**src/rtl/shift_seq_pkg.sv**
```systemverilog
// rtl/shift_seq_pkg.sv - shared op codes, state encoding and step limit for the shift sequencer
package shift_seq_pkg;

    localparam int DATA_W   = 32;
    localparam int STEP_MAX = 2;

    localparam logic [1:0] OP_SLL  = 2'b00;
    localparam logic [1:0] OP_SRL  = 2'b01;
    localparam logic [1:0] OP_SRA  = 2'b10;
    localparam logic [1:0] OP_PASS = 2'b11;

    typedef enum logic [1:0] {
        IDLE  = 2'd0,
        SHIFT = 2'd1,
        DONE  = 2'd2
    } state_t;

endpackage

```
**src/rtl/shift_step_32.sv**
```systemverilog
// rtl/shift_step_32.sv - combinational 1/2-bit step shifter; SHIFT_SEQ_ARITH_EN enables sign fill for op 10
module shift_step_32
    import shift_seq_pkg::*;
(
    input  logic [31:0] i_data,
    input  logic [1:0]  i_op,
    input  logic [1:0]  i_step,
    output logic [31:0] o_data
);

    always_comb begin
        o_data = i_data;
        case (i_op)
            OP_SLL: o_data = i_data << i_step;
            OP_SRL: o_data = i_data >> i_step;
            OP_SRA: begin
`ifdef SHIFT_SEQ_ARITH_EN
                o_data = $unsigned($signed(i_data) >>> i_step);
`else
                // Without the arithmetic option op 10 degrades to a logical right shift.
                o_data = i_data >> i_step;
`endif
            end
            default: o_data = i_data;
        endcase
    end

endmodule

```
**src/rtl/shift_sequencer.sv**
```systemverilog
// rtl/shift_sequencer.sv - iterative SLL/SRL/SRA sequencer, two bits per cycle; SHIFT_SEQ_ARITH_EN selects sign fill
module shift_sequencer #(
    parameter int DATA_W   = shift_seq_pkg::DATA_W,
    parameter int STEP_MAX = shift_seq_pkg::STEP_MAX
) (
    input  logic              clk_i,
    input  logic              rst_i,
    input  logic              start_i,
    input  logic [1:0]        op_i,
    input  logic [DATA_W-1:0] data_i,
    input  logic [4:0]        shamt_i,
    output logic              busy_o,
    output logic              done_o,
    output logic [DATA_W-1:0] data_o
);

    import shift_seq_pkg::*;

    state_t            r_state;
    state_t            w_state_next;
    logic [4:0]        r_count;
    logic [1:0]        r_op;
    logic [DATA_W-1:0] r_work;
    logic [DATA_W-1:0] r_data_o;

    logic              w_direct;
    logic              w_last;
    logic [1:0]        w_step;
    logic [DATA_W-1:0] w_shifted;

    // Zero shift and pass-through skip SHIFT and complete straight from IDLE.
    assign w_direct = (shamt_i == 5'd0) || (op_i == OP_PASS);
    assign w_last   = (r_count <= 5'(STEP_MAX));
    assign w_step   = w_last ? r_count[1:0] : 2'(STEP_MAX);

    shift_step_32 u_step (
        .i_data (r_work),
        .i_op   (r_op),
        .i_step (w_step),
        .o_data (w_shifted)
    );

    always_ff @(posedge clk_i) begin
        if (!rst_i) begin
            r_state <= IDLE;
        end else begin
            r_state <= w_state_next;
        end
    end

    always_comb begin
        w_state_next = r_state;
        case (r_state)
            IDLE:    if (start_i) w_state_next = w_direct ? DONE : SHIFT;
            SHIFT:   if (w_last) w_state_next = DONE;
            DONE:    w_state_next = IDLE;
            default: w_state_next = IDLE;
        endcase
    end

    always_ff @(posedge clk_i) begin
        if (!rst_i) begin
            r_count  <= 5'd0;
            r_op     <= OP_SLL;
            r_work   <= '0;
            r_data_o <= '0;
        end else begin
            case (r_state)
                IDLE: begin
                    if (start_i) begin
                        r_work  <= data_i;
                        r_op    <= op_i;
                        r_count <= shamt_i;
                        if (w_direct) r_data_o <= data_i;
                    end
                end
                SHIFT: begin
                    r_work  <= w_shifted;
                    r_count <= r_count - {3'b000, w_step};
                    if (w_last) r_data_o <= w_shifted;
                end
                default: ;
            endcase
        end
    end

    assign busy_o = (r_state != IDLE);
    assign done_o = (r_state == DONE);
    assign data_o = r_data_o;

endmodule

```
**config.mk**
```make
export PLATFORM = sky130hd
export DESIGN_NAME = shift_sequencer
export DESIGN_NICKNAME = d
export VERILOG_FILES = /design/src/rtl/shift_seq_pkg.sv /design/src/rtl/shift_step_32.sv /design/src/rtl/shift_sequencer.sv
export SDC_FILE = /design/constraint.sdc
export NUM_CORES = 1
export LEC_CHECK = 0
export ABC_AREA = 1
export ABC_CLOCK_PERIOD_IN_PS = 2000
export BUFFER_PORTS_ARGS = -buffer_cell sky130_fd_sc_hd__buf_2
export CORE_UTILIZATION = 45
export CTS_BUF_LIST = sky130_fd_sc_hd__clkbuf_4 sky130_fd_sc_hd__clkbuf_8 sky130_fd_sc_hd__clkbuf_16
export CTS_CLUSTER_SIZE = 30
export DETAILED_ROUTE_END_ITERATION = 6
export PLACE_DENSITY = 0.65
export SETUP_SLACK_MARGIN = 0.2
export SKIP_CTS_REPAIR_TIMING = 1
export SLEW_MARGIN = 10
export SYNTH_ARGS = -nofsm -noshare
export SYNTH_HDL_FRONTEND = slang
export SYNTH_SLANG_ARGS = --single-unit
```
**constraint.sdc**
```tcl
create_clock -name clk_i -period 2 [get_ports clk_i]
set_input_delay 0 -clock clk_i [delete_from_list [all_inputs] [get_ports clk_i]]
set_output_delay 0 -clock clk_i [all_outputs]
set_load 0.1 [all_outputs]
```
==> flow_summary.html, run 1 <==
<table>
<tr><th>Metric</th><th>Value</th></tr>
<tr><th colspan="2">Drt</th></tr>
<tr><td>Residual antenna-violating net count after detailed routing</td><td>0</td></tr>
<tr><td>Violation count after the first detailed-routing iteration</td><td>497</td></tr>
<tr><td>Average wire per standard cell</td><td>15.3 um</td></tr>
<tr><td>Count of vias placed by the detailed router</td><td>6143</td></tr>
<tr><td>Detailed-route wire length</td><td>17.6 mm</td></tr>
<tr><td>Average vias per placed instance</td><td>5.35</td></tr>
<tr><td>Detailed-router iteration count before antenna repair</td><td>5</td></tr>
<tr><td>Count of unresolved DRC violations after routing</td><td>0</td></tr>
<tr><th colspan="2">Clock network</th></tr>
<tr><td>Maximum count of clock buffers along a single path</td><td>2</td></tr>
<tr><td>Worst-Skew Late Latency</td><td>0.36 ns</td></tr>
<tr><td>Clock tree sinks</td><td>73</td></tr>
<tr><td>H-tree lvl count</td><td>3</td></tr>
<tr><td>Clk slew on worst S/H paths</td><td>0.06 ns</td></tr>
<tr><td>TritonCTS Buffers</td><td>9</td></tr>
<tr><td>TritonCTS clock tree</td><td>built</td></tr>
<tr><td>Cell at the root of the clock tree</td><td>sky130_fd_sc_hd__clkbuf_16</td></tr>
<tr><th colspan="2">Setup path</th></tr>
<tr><td>Largest stage delay on the critical path</td><td>0.33 ns</td></tr>
<tr><td>Critical Path Start Type</td><td>flop</td></tr>
<tr><td>Required @ worst endpoint</td><td>2.25 ns</td></tr>
<tr><td>Critical path endpoint category</td><td>flop</td></tr>
<tr><td>Cell with the largest stage delay on the worst path</td><td>sky130_fd_sc_hd__dfxtp_2</td></tr>
<tr><td>Setup Crit Path Kind</td><td>flop to flop</td></tr>
<tr><td>Worst Reg2Reg Path Length in Cells</td><td>14</td></tr>
<tr><td>R2r startpoint</td><td>r_count[3]</td></tr>
<tr><td>Flop-to-flop setup slack</td><td>0.15 ns</td></tr>
<tr><td>CP cell instances</td><td>buf_6 -&gt; inv_4 -&gt; nand2_4 -&gt; nor2_4 -&gt; buf_12 -&gt; buf_12 -&gt; buf_4 -&gt; nand3_4 -&gt; nand3_2 -&gt; nand3_2 -&gt; o21bai_4 -&gt; nand3_1 -&gt; nand2_1 -&gt; inv_1</td></tr>
<tr><td>Max Fanout on Critical Path</td><td>6</td></tr>
<tr><td>Crit Reg-Reg Endpoint</td><td>r_work[26]</td></tr>
<tr><td>Arrival @ worst endpoint</td><td>2.10 ns</td></tr>
<tr><th colspan="2">Layout</th></tr>
<tr><td>Layout Cell Area excl Fill</td><td>8000 um2</td></tr>
<tr><td>Commonest non-fill, non-tap cell in the layout</td><td>sky130_fd_sc_hd__nand2_1</td></tr>
<tr><td>Number of diodes</td><td>0</td></tr>
<tr><td>Util after Layout</td><td>60.0%</td></tr>
<tr><td>Number of filler cells placed in the layout</td><td>1218</td></tr>
<tr><td>Share of post-route cells with drive strength above 1</td><td>36.8%</td></tr>
<tr><td>Commonest non-fill, non-tap cells in the layout</td><td>sky130_fd_sc_hd__nand2_1, sky130_fd_sc_hd__nand3_1, sky130_fd_sc_hd__inv_1</td></tr>
<tr><td>Total Nets Final</td><td>1012</td></tr>
<tr><td>Reg area</td><td>1470 um2</td></tr>
<tr><td>Area used by multi-input combinational logic</td><td>4210 um2</td></tr>
<tr><td>Area Growth Syn to Fin</td><td>29.2%</td></tr>
<tr><th colspan="2">Worst hold path</th></tr>
<tr><td>Hold Crit Class</td><td>input pin to flop</td></tr>
<tr><td>Capture endpoint of the worst hold path</td><td>r_work[25]</td></tr>
<tr><td>Hold Crit Depth</td><td>5</td></tr>
<tr><td>Hold path startpoint</td><td>data_i[25]</td></tr>
<tr><th colspan="2">Pwr</th></tr>
<tr><td>Largest voltage drop on the vdd net</td><td>634 uV</td></tr>
<tr><td>Leakage</td><td>0.00392 uW</td></tr>
<tr><td>Post-layout power</td><td>8880 uW</td></tr>
<tr><td>Power per unit of standard cell area</td><td>1110 nW/um2</td></tr>
<tr><th colspan="2">STA</th></tr>
<tr><td>Post-route setup slack</td><td>0.155 ns</td></tr>
<tr><td>RSZ-0062 raised after global routing</td><td>true</td></tr>
<tr><td>Final count of pins violating max slew</td><td>0</td></tr>
<tr><td>Largest clock skew in the final design</td><td>0.00926 ns</td></tr>
<tr><td>Min cycle time layout</td><td>1.85 ns</td></tr>
<tr><td>Fmax</td><td>542 MHz</td></tr>
<tr><td>Final Hold Violating Endpoints</td><td>41</td></tr>
<tr><td>Final hold slack</td><td>-0.0418 ns</td></tr>
<tr><td>Final clock period utilization by the worst path</td><td>92.3%</td></tr>
<tr><td>Setup-violating endpoint count in the final report</td><td>0</td></tr>
<tr><th colspan="2">Placement</th></tr>
<tr><td>Final estimated routing congestion in global placement</td><td>0.887</td></tr>
<tr><td>HPWL after DPL</td><td>10.4 mm</td></tr>
<tr><td>Count of port buffers added during placement</td><td>75</td></tr>
<tr><td>Pre-CTS WS</td><td>-0.109 ns</td></tr>
<tr><td>Placement Cell Area</td><td>6470 um2</td></tr>
<tr><th colspan="2">Floorplanning</th></tr>
<tr><td>Die width</td><td>119 um</td></tr>
<tr><td>Area of the core region</td><td>13300 um2</td></tr>
<tr><td>Starting density of the core</td><td>46.4%</td></tr>
<tr><td>DIE HEIGHT</td><td>119 um</td></tr>
<tr><td># IOs</td><td>76</td></tr>
<tr><td>Die Footprint</td><td>14200 um2</td></tr>
<tr><td>Cell row count</td><td>42</td></tr>
<tr><th colspan="2">Global routing</th></tr>
<tr><td>Met2 track utilization from global routing</td><td>35.8%</td></tr>
<tr><td>Most Used Layer, Global Route</td><td>met2</td></tr>
<tr><td>Vias in the first global route</td><td>5211</td></tr>
<tr><td>Remaining global-route overflow</td><td>0</td></tr>
<tr><td>Largest net degree at the start of global routing</td><td>41</td></tr>
<tr><td>Initial antenna violation count</td><td>0</td></tr>
<tr><td>Global routing met1 resource utilization</td><td>28.2%</td></tr>
<tr><td>Routing usage on met3</td><td>4.17%</td></tr>
<tr><td>All-Layer GR Usage</td><td>21.7%</td></tr>
<tr><td>Wire length of the first global-routing pass</td><td>25.1 mm</td></tr>
<tr><th colspan="2">Synthesis</th></tr>
<tr><td>Flip-flop and latch count after synthesis</td><td>73</td></tr>
<tr><td>Synth Instances</td><td>861</td></tr>
<tr><td>Library cells used by synthesis</td><td>42</td></tr>
<tr><td>Seq/Total Area, Yosys</td><td>23.6%</td></tr>
<tr><td>Count of yosys warnings during synthesis</td><td>0</td></tr>
<tr><td>Syn Std Cell Area</td><td>6190 um2</td></tr>
<tr><td>Syn Nets</td><td>906</td></tr>
<tr><td>Number of enable flip-flop cells after synthesis</td><td>0</td></tr>
<tr><td>Async set or reset register ratio after synthesis</td><td>0%</td></tr>
<tr><td>Most frequently used flop master after synthesis</td><td>sky130_fd_sc_hd__dfxtp_1</td></tr>
<tr><td>Average cell area after synthesis</td><td>7.19 um2</td></tr>
<tr><th colspan="2">Run status</th></tr>
<tr><td>Result of the run</td><td>complete, but fails checks</td></tr>
<tr><td>Failing checks</td><td>negative hold slack</td></tr>
<tr><th colspan="2">Job</th></tr>
<tr><td>Number of maximum-capacitance violations</td><td>0</td></tr>
</table>
==> Yosys cell counts, types with 2 or more instances <==
master / n / area (um2)
sky130_fd_sc_hd__nand3_4: 18 / 315
sky130_fd_sc_hd__nor2_4: 6 / 67.6
sky130_fd_sc_hd__nor2_2: 5 / 31.3
sky130_fd_sc_hd__clkbuf_4: 2 / 15.0
sky130_fd_sc_hd__inv_4: 3 / 18.8
sky130_fd_sc_hd__dfxtp_1: 73 / 1460
sky130_fd_sc_hd__nor2_8: 2 / 40.0
sky130_fd_sc_hd__o21ai_1: 12 / 60.1
sky130_fd_sc_hd__nand2_4: 4 / 45.0
sky130_fd_sc_hd__dlygate4sd1_1: 3 / 26.3
sky130_fd_sc_hd__nand2_1: 188 / 706
sky130_fd_sc_hd__buf_2: 10 / 50.1
sky130_fd_sc_hd__buf_12: 5 / 100
sky130_fd_sc_hd__nor2_1: 6 / 22.5
sky130_fd_sc_hd__clkbuf_8: 12 / 165
sky130_fd_sc_hd__o21bai_2: 25 / 282
sky130_fd_sc_hd__o21a_1: 32 / 240
sky130_fd_sc_hd__inv_2: 4 / 15.0
sky130_fd_sc_hd__buf_6: 11 / 124
sky130_fd_sc_hd__a21oi_1: 46 / 230
sky130_fd_sc_hd__o21ai_0: 24 / 120
sky130_fd_sc_hd__inv_1: 117 / 439
sky130_fd_sc_hd__clkbuf_1: 8 / 30.0
sky130_fd_sc_hd__buf_4: 2 / 15.0
sky130_fd_sc_hd__nand2_2: 6 / 37.5
sky130_fd_sc_hd__nand3_2: 54 / 541
sky130_fd_sc_hd__ha_1: 3 / 37.5
sky130_fd_sc_hd__clkinv_2: 2 / 10.0
sky130_fd_sc_hd__nand4_1: 2 / 12.5
sky130_fd_sc_hd__nand3_1: 164 / 821
==> worst max-delay path, delay by kind of cell, from the launching register on <==
family / cells / cell delay (ns)
DFF: 1 / 0.33
and+or+nand+nor: 7 / 0.62
AOI/OAI and AO/OA: 1 / 0.16
buffers and inverters: 6 / 0.63
==> flip-flops by register name, indices dropped and copies added (netlist names) <==
signal   cells
r_work      32
r_op         2
r_count      5
data_o      32
r_state      2
==> power by group <==
part / switching, uW / internal, uW
combinational: 3430 / 1780
clock: 641 / 1150
sequential: 144 / 1730
total: 4210 / 4670
==> area by class of cell <==
type,instances,share of cell area [%]
clock inverter,5,0.969
tap,176,2.75
multi-input combinational,610,52.6
sequential,73,18.4
inverter,127,6.30
timing repair buffer,146,15.9
clock buffer,11,3.16
==> logic make-up (layout without fill, tap and decap cells) <==
kind of cell               Yosys count  after routing  synth area share, %
and+or+nand+nor                    457            461                 43.0
AOI/OAI and AO/OA                  144            144                 15.7
adders and majority gates            3              3                0.606
xor gates and xnor gates             1              1                0.141
DFF                                 73             73                 23.6
buffers and inverters              182            289                 16.9
other                                1              1               0.0605
==> worst max-delay path by stage <==
stage                     depth (start not counted)    endpoint        from  slack (ns)
final                                            14  r_work[26]  r_count[3]        0.15
after CTS                                        12  r_work[31]     r_op[0]       -0.12
after floorplan                                  13  r_count[4]  r_count[2]        0.22
after global placement                           12  r_work[31]     r_op[0]       -0.09
after detailed placement                         12  r_work[31]     r_op[0]       -0.11
after global routing                             14   r_work[2]     r_op[1]        0.07
==> metal layers <==
| metal | up-vias | wire, um | part of all wire [%] |
|---|---|---|---|
| met3 | 38 | 1040 | 5.9 |
| met2 | 230 | 8210 | 47 |
| li1 | 3067 | - | - |
| met4 | 0 | 469 | 2.7 |
| met1 | 2808 | 7860 | 45 |
| met5 | - | 0 | 0 |
==> metrics by stage <==
step | setup TNS, ns | cells
4_1_cts | -2.85 | 1096
3_3_place_gp | -1.44 | 1080
2_1_floorplan | 0 | 861
6_report | 0 | 1148
3_5_place_dp | -2.54 | 1080
5_1_grt | 0 | 1148
(Power assumes the default switching activity.)
==> run 2, diff against run 1 <==
--- a/config.mk
+++ b/config.mk
@@ -12,7 +12,7 @@
 export CTS_BUF_LIST = sky130_fd_sc_hd__clkbuf_4 sky130_fd_sc_hd__clkbuf_8 sky130_fd_sc_hd__clkbuf_16
 export CTS_CLUSTER_SIZE = 30
 export DETAILED_ROUTE_END_ITERATION = 6
-export PLACE_DENSITY = 0.65
+export PLACE_DENSITY = 0.66
 export SETUP_SLACK_MARGIN = 0.2
 export SKIP_CTS_REPAIR_TIMING = 1
 export SLEW_MARGIN = 10
==> run 2 against run 1 <==
Net effect: the flow still finishes with violations (negative hold slack); die area stayed put; combinational power is 4.4% lower; sequential share of layout area is 0.51 points higher; via count is 0.77% lower; clock-buffer cell count is 2 lower; worst setup slack worse by 0.0066 ns; critical path type unchanged; non-clock buffer count is 3 lower; final cell count is 0.35% lower; wire length is 1.1% higher; final area is 2.9% lower; hold slack worse by 0.0015 ns.
==> flow_summary.html, run 2 (synthesis results as in run 1) <==
<table>
<tr><th>Metric</th><th>Value</th></tr>
<tr><th colspan="2">STA</th></tr>
<tr><td>Total negative setup slack</td><td>0 ns</td></tr>
<tr><td>RSZ-0062 raised after global routing</td><td>true</td></tr>
<tr><td>Least-Margin Pin Slew</td><td>0.546 ns</td></tr>
<tr><td>Relative slew margins</td><td>63.6%</td></tr>
<tr><td>Setup-violating endpoint count in the final report</td><td>0</td></tr>
<tr><td>Final Hold Violating Endpoints</td><td>41</td></tr>
<tr><td>Largest clock skew in the final design</td><td>0.00643 ns</td></tr>
<tr><td>Post-route setup slack</td><td>0.148 ns</td></tr>
<tr><td>Min cycle time layout</td><td>1.85 ns</td></tr>
<tr><td>Fmax</td><td>540 MHz</td></tr>
<tr><td>Final hold slack</td><td>-0.0432 ns</td></tr>
<tr><td>Final clock period utilization by the worst path</td><td>92.6%</td></tr>
<tr><td>Final count of pins violating max slew</td><td>0</td></tr>
<tr><th colspan="2">Pwr</th></tr>
<tr><td>Largest voltage drop on the vdd net</td><td>843 uV</td></tr>
<tr><td>Leakage</td><td>0.00387 uW</td></tr>
<tr><td>Power per unit of standard cell area</td><td>1130 nW/um2</td></tr>
<tr><td>Post-layout power</td><td>8760 uW</td></tr>
<tr><th colspan="2">Global routing</th></tr>
<tr><td>Largest net degree at the start of global routing</td><td>58</td></tr>
<tr><td>All-Layer GR Usage</td><td>22.7%</td></tr>
<tr><td>Remaining global-route overflow</td><td>0</td></tr>
<tr><td>Wire length of the first global-routing pass</td><td>26.0 mm</td></tr>
<tr><td>Met2 track utilization from global routing</td><td>37.3%</td></tr>
<tr><td>Routing usage on met3</td><td>4.07%</td></tr>
<tr><td>Vias in the first global route</td><td>5329</td></tr>
<tr><td>Global routing met1 resource utilization</td><td>29.8%</td></tr>
<tr><td>Most Used Layer, Global Route</td><td>met2</td></tr>
<tr><td>Initial antenna violation count</td><td>0</td></tr>
<tr><th colspan="2">Layout</th></tr>
<tr><td>Area Growth Syn to Fin</td><td>25.5%</td></tr>
<tr><td>Number of filler cells placed in the layout</td><td>1274</td></tr>
<tr><td>Share of post-route cells with drive strength above 1</td><td>33.2%</td></tr>
<tr><td>Commonest non-fill, non-tap cells in the layout</td><td>sky130_fd_sc_hd__nand2_1, sky130_fd_sc_hd__nand3_1, sky130_fd_sc_hd__inv_1</td></tr>
<tr><td>Commonest non-fill, non-tap cell in the layout</td><td>sky130_fd_sc_hd__nand2_1</td></tr>
<tr><td>Total Nets Final</td><td>1008</td></tr>
<tr><td>Number of diodes</td><td>0</td></tr>
<tr><th colspan="2">Drt</th></tr>
<tr><td>Violation count after the first detailed-routing iteration</td><td>450</td></tr>
<tr><td>Count of vias placed by the detailed router</td><td>6096</td></tr>
<tr><td>Average vias per placed instance</td><td>5.33</td></tr>
<tr><td>Detailed-router iteration count before antenna repair</td><td>6</td></tr>
<tr><td>Residual antenna-violating net count after detailed routing</td><td>0</td></tr>
<tr><td>Average wire per standard cell</td><td>15.5 um</td></tr>
<tr><td>Count of unresolved DRC violations after routing</td><td>0</td></tr>
<tr><td>Detailed-route wire length</td><td>17.8 mm</td></tr>
<tr><th colspan="2">Placement</th></tr>
<tr><td>HPWL after DPL</td><td>10.4 mm</td></tr>
<tr><td>Final estimated routing congestion in global placement</td><td>0.881</td></tr>
<tr><td>Count of port buffers added during placement</td><td>75</td></tr>
<tr><td>Pre-CTS WS</td><td>-0.140 ns</td></tr>
<tr><th colspan="2">Setup path</th></tr>
<tr><td>Required @ worst endpoint</td><td>2.26 ns</td></tr>
<tr><td>Critical path endpoint category</td><td>flop</td></tr>
<tr><td>Critical Path Start Type</td><td>flop</td></tr>
<tr><td>Max Fanout on Critical Path</td><td>7</td></tr>
<tr><td>Setup Crit Path Kind</td><td>flop to flop</td></tr>
<tr><td>Arrival @ worst endpoint</td><td>2.11 ns</td></tr>
<tr><td>Worst Reg2Reg Path Length in Cells</td><td>14</td></tr>
<tr><th colspan="2">Clock network</th></tr>
<tr><td>H-tree lvl count</td><td>3</td></tr>
<tr><td>TritonCTS clock tree</td><td>built</td></tr>
<tr><td>Cell at the root of the clock tree</td><td>sky130_fd_sc_hd__clkbuf_16</td></tr>
<tr><td>Clk slew on worst S/H paths</td><td>0.06 ns</td></tr>
<tr><td>Maximum count of clock buffers along a single path</td><td>2</td></tr>
<tr><td>TritonCTS Buffers</td><td>9</td></tr>
<tr><td>Clock tree sinks</td><td>73</td></tr>
<tr><td>Worst-Skew Late Latency</td><td>0.36 ns</td></tr>
<tr><th colspan="2">Floorplanning</th></tr>
<tr><td>Area of the core region</td><td>13300 um2</td></tr>
<tr><td># IOs</td><td>76</td></tr>
<tr><td>Die Footprint</td><td>14200 um2</td></tr>
<tr><td>Starting density of the core</td><td>46.4%</td></tr>
<tr><td>Cell row count</td><td>42</td></tr>
<tr><td>Die width</td><td>119 um</td></tr>
<tr><td>DIE HEIGHT</td><td>119 um</td></tr>
<tr><th colspan="2">Job</th></tr>
<tr><td>Number of maximum-capacitance violations</td><td>0</td></tr>
<tr><th colspan="2">Run status</th></tr>
<tr><td>Result of the run</td><td>complete, but fails checks</td></tr>
<tr><td>Failing checks</td><td>negative hold slack</td></tr>
<tr><th colspan="2">Worst hold path</th></tr>
<tr><td>Hold Crit Class</td><td>input pin to flop</td></tr>
<tr><td>Hold Crit Depth</td><td>5</td></tr>
</table>
run 2: changes by cell type in the layout (fill, tap and decap cells not counted), moves of 8 or more:
cell | previous run | this run
sky130_fd_sc_hd__nand2_2 | 21 | 9
sky130_fd_sc_hd__nand2_1 | 172 | 183
sky130_fd_sc_hd__nand3_4 | 31 | 21
sky130_fd_sc_hd__o21bai_4 | 15 | 7
sky130_fd_sc_hd__nand3_1 | 124 | 141
sky130_fd_sc_hd__o21bai_2 | 10 | 18
run 2: final timing paths:
check / startpoint / end / slack [ns]
worst max-delay path: r_count[1] / data_o[21] / 0.15
worst min-delay path: data_i[1] / r_work[1] / -0.04
worst max register to register: r_count[1] / data_o[21] / 0.15
worst min register to register: r_op[0] / r_op[0] / 0.50
run 2: power by group:
| part | switching [uW] | internal (uW) |
|---|---|---|
| logic | 3280 | 1690 |
| clock network | 687 | 1220 |
| registers | 152 | 1730 |
| total | 4120 | 4640 |
run 2: layout make-up:
cell class	instances	area [um2]	area share, %
multi-input combinational	609	3960	51.0
sequential	73	1470	18.9
timing repair buffer	143	1280	16.4
inverter	127	502	6.45
clock buffer	9	225	2.90
tap	176	220	2.83
clock inverter	7	119	1.53
run 2: per-layer routing:
layer | vias up | wire (um)
li1 | 3055 | -
met5 | - | 0
met4 | 0 | 412
met3 | 32 | 1140
met1 | 2787 | 7770
met2 | 222 | 8460
run 2: per-stage QoR:
| step | instances | area [um2] | utilization [%] |
|---|---|---|---|
| 2_1_floorplan | 861 | 6200 | - |
| 3_3_place_gp | 1078 | 6470 | 48.5 |
| 3_5_place_dp | 1078 | 6470 | 48.5 |
| 4_1_cts | 1094 | 6820 | 51.1 |
| 5_1_grt | 1144 | 7770 | 58.2 |
| 6_report | 1144 | 7770 | 58.2 |
run 2: critical path, stage by stage (launching register included):
cell and delay (ns):
sky130_fd_sc_hd__dfxtp_2 0.33, sky130_fd_sc_hd__buf_6 0.12, sky130_fd_sc_hd__nand2_4 0.07, sky130_fd_sc_hd__nand2_4 0.05, sky130_fd_sc_hd__nor2_4 0.20, sky130_fd_sc_hd__buf_6 0.13, sky130_fd_sc_hd__nor2_2 0.03, sky130_fd_sc_hd__inv_2 0.07
sky130_fd_sc_hd__nand2_4 0.07, sky130_fd_sc_hd__nor2_8 0.19, sky130_fd_sc_hd__buf_12 0.15, sky130_fd_sc_hd__clkbuf_16 0.16, sky130_fd_sc_hd__nand3_2 0.07, sky130_fd_sc_hd__nand2_1 0.07, sky130_fd_sc_hd__inv_1 0.03
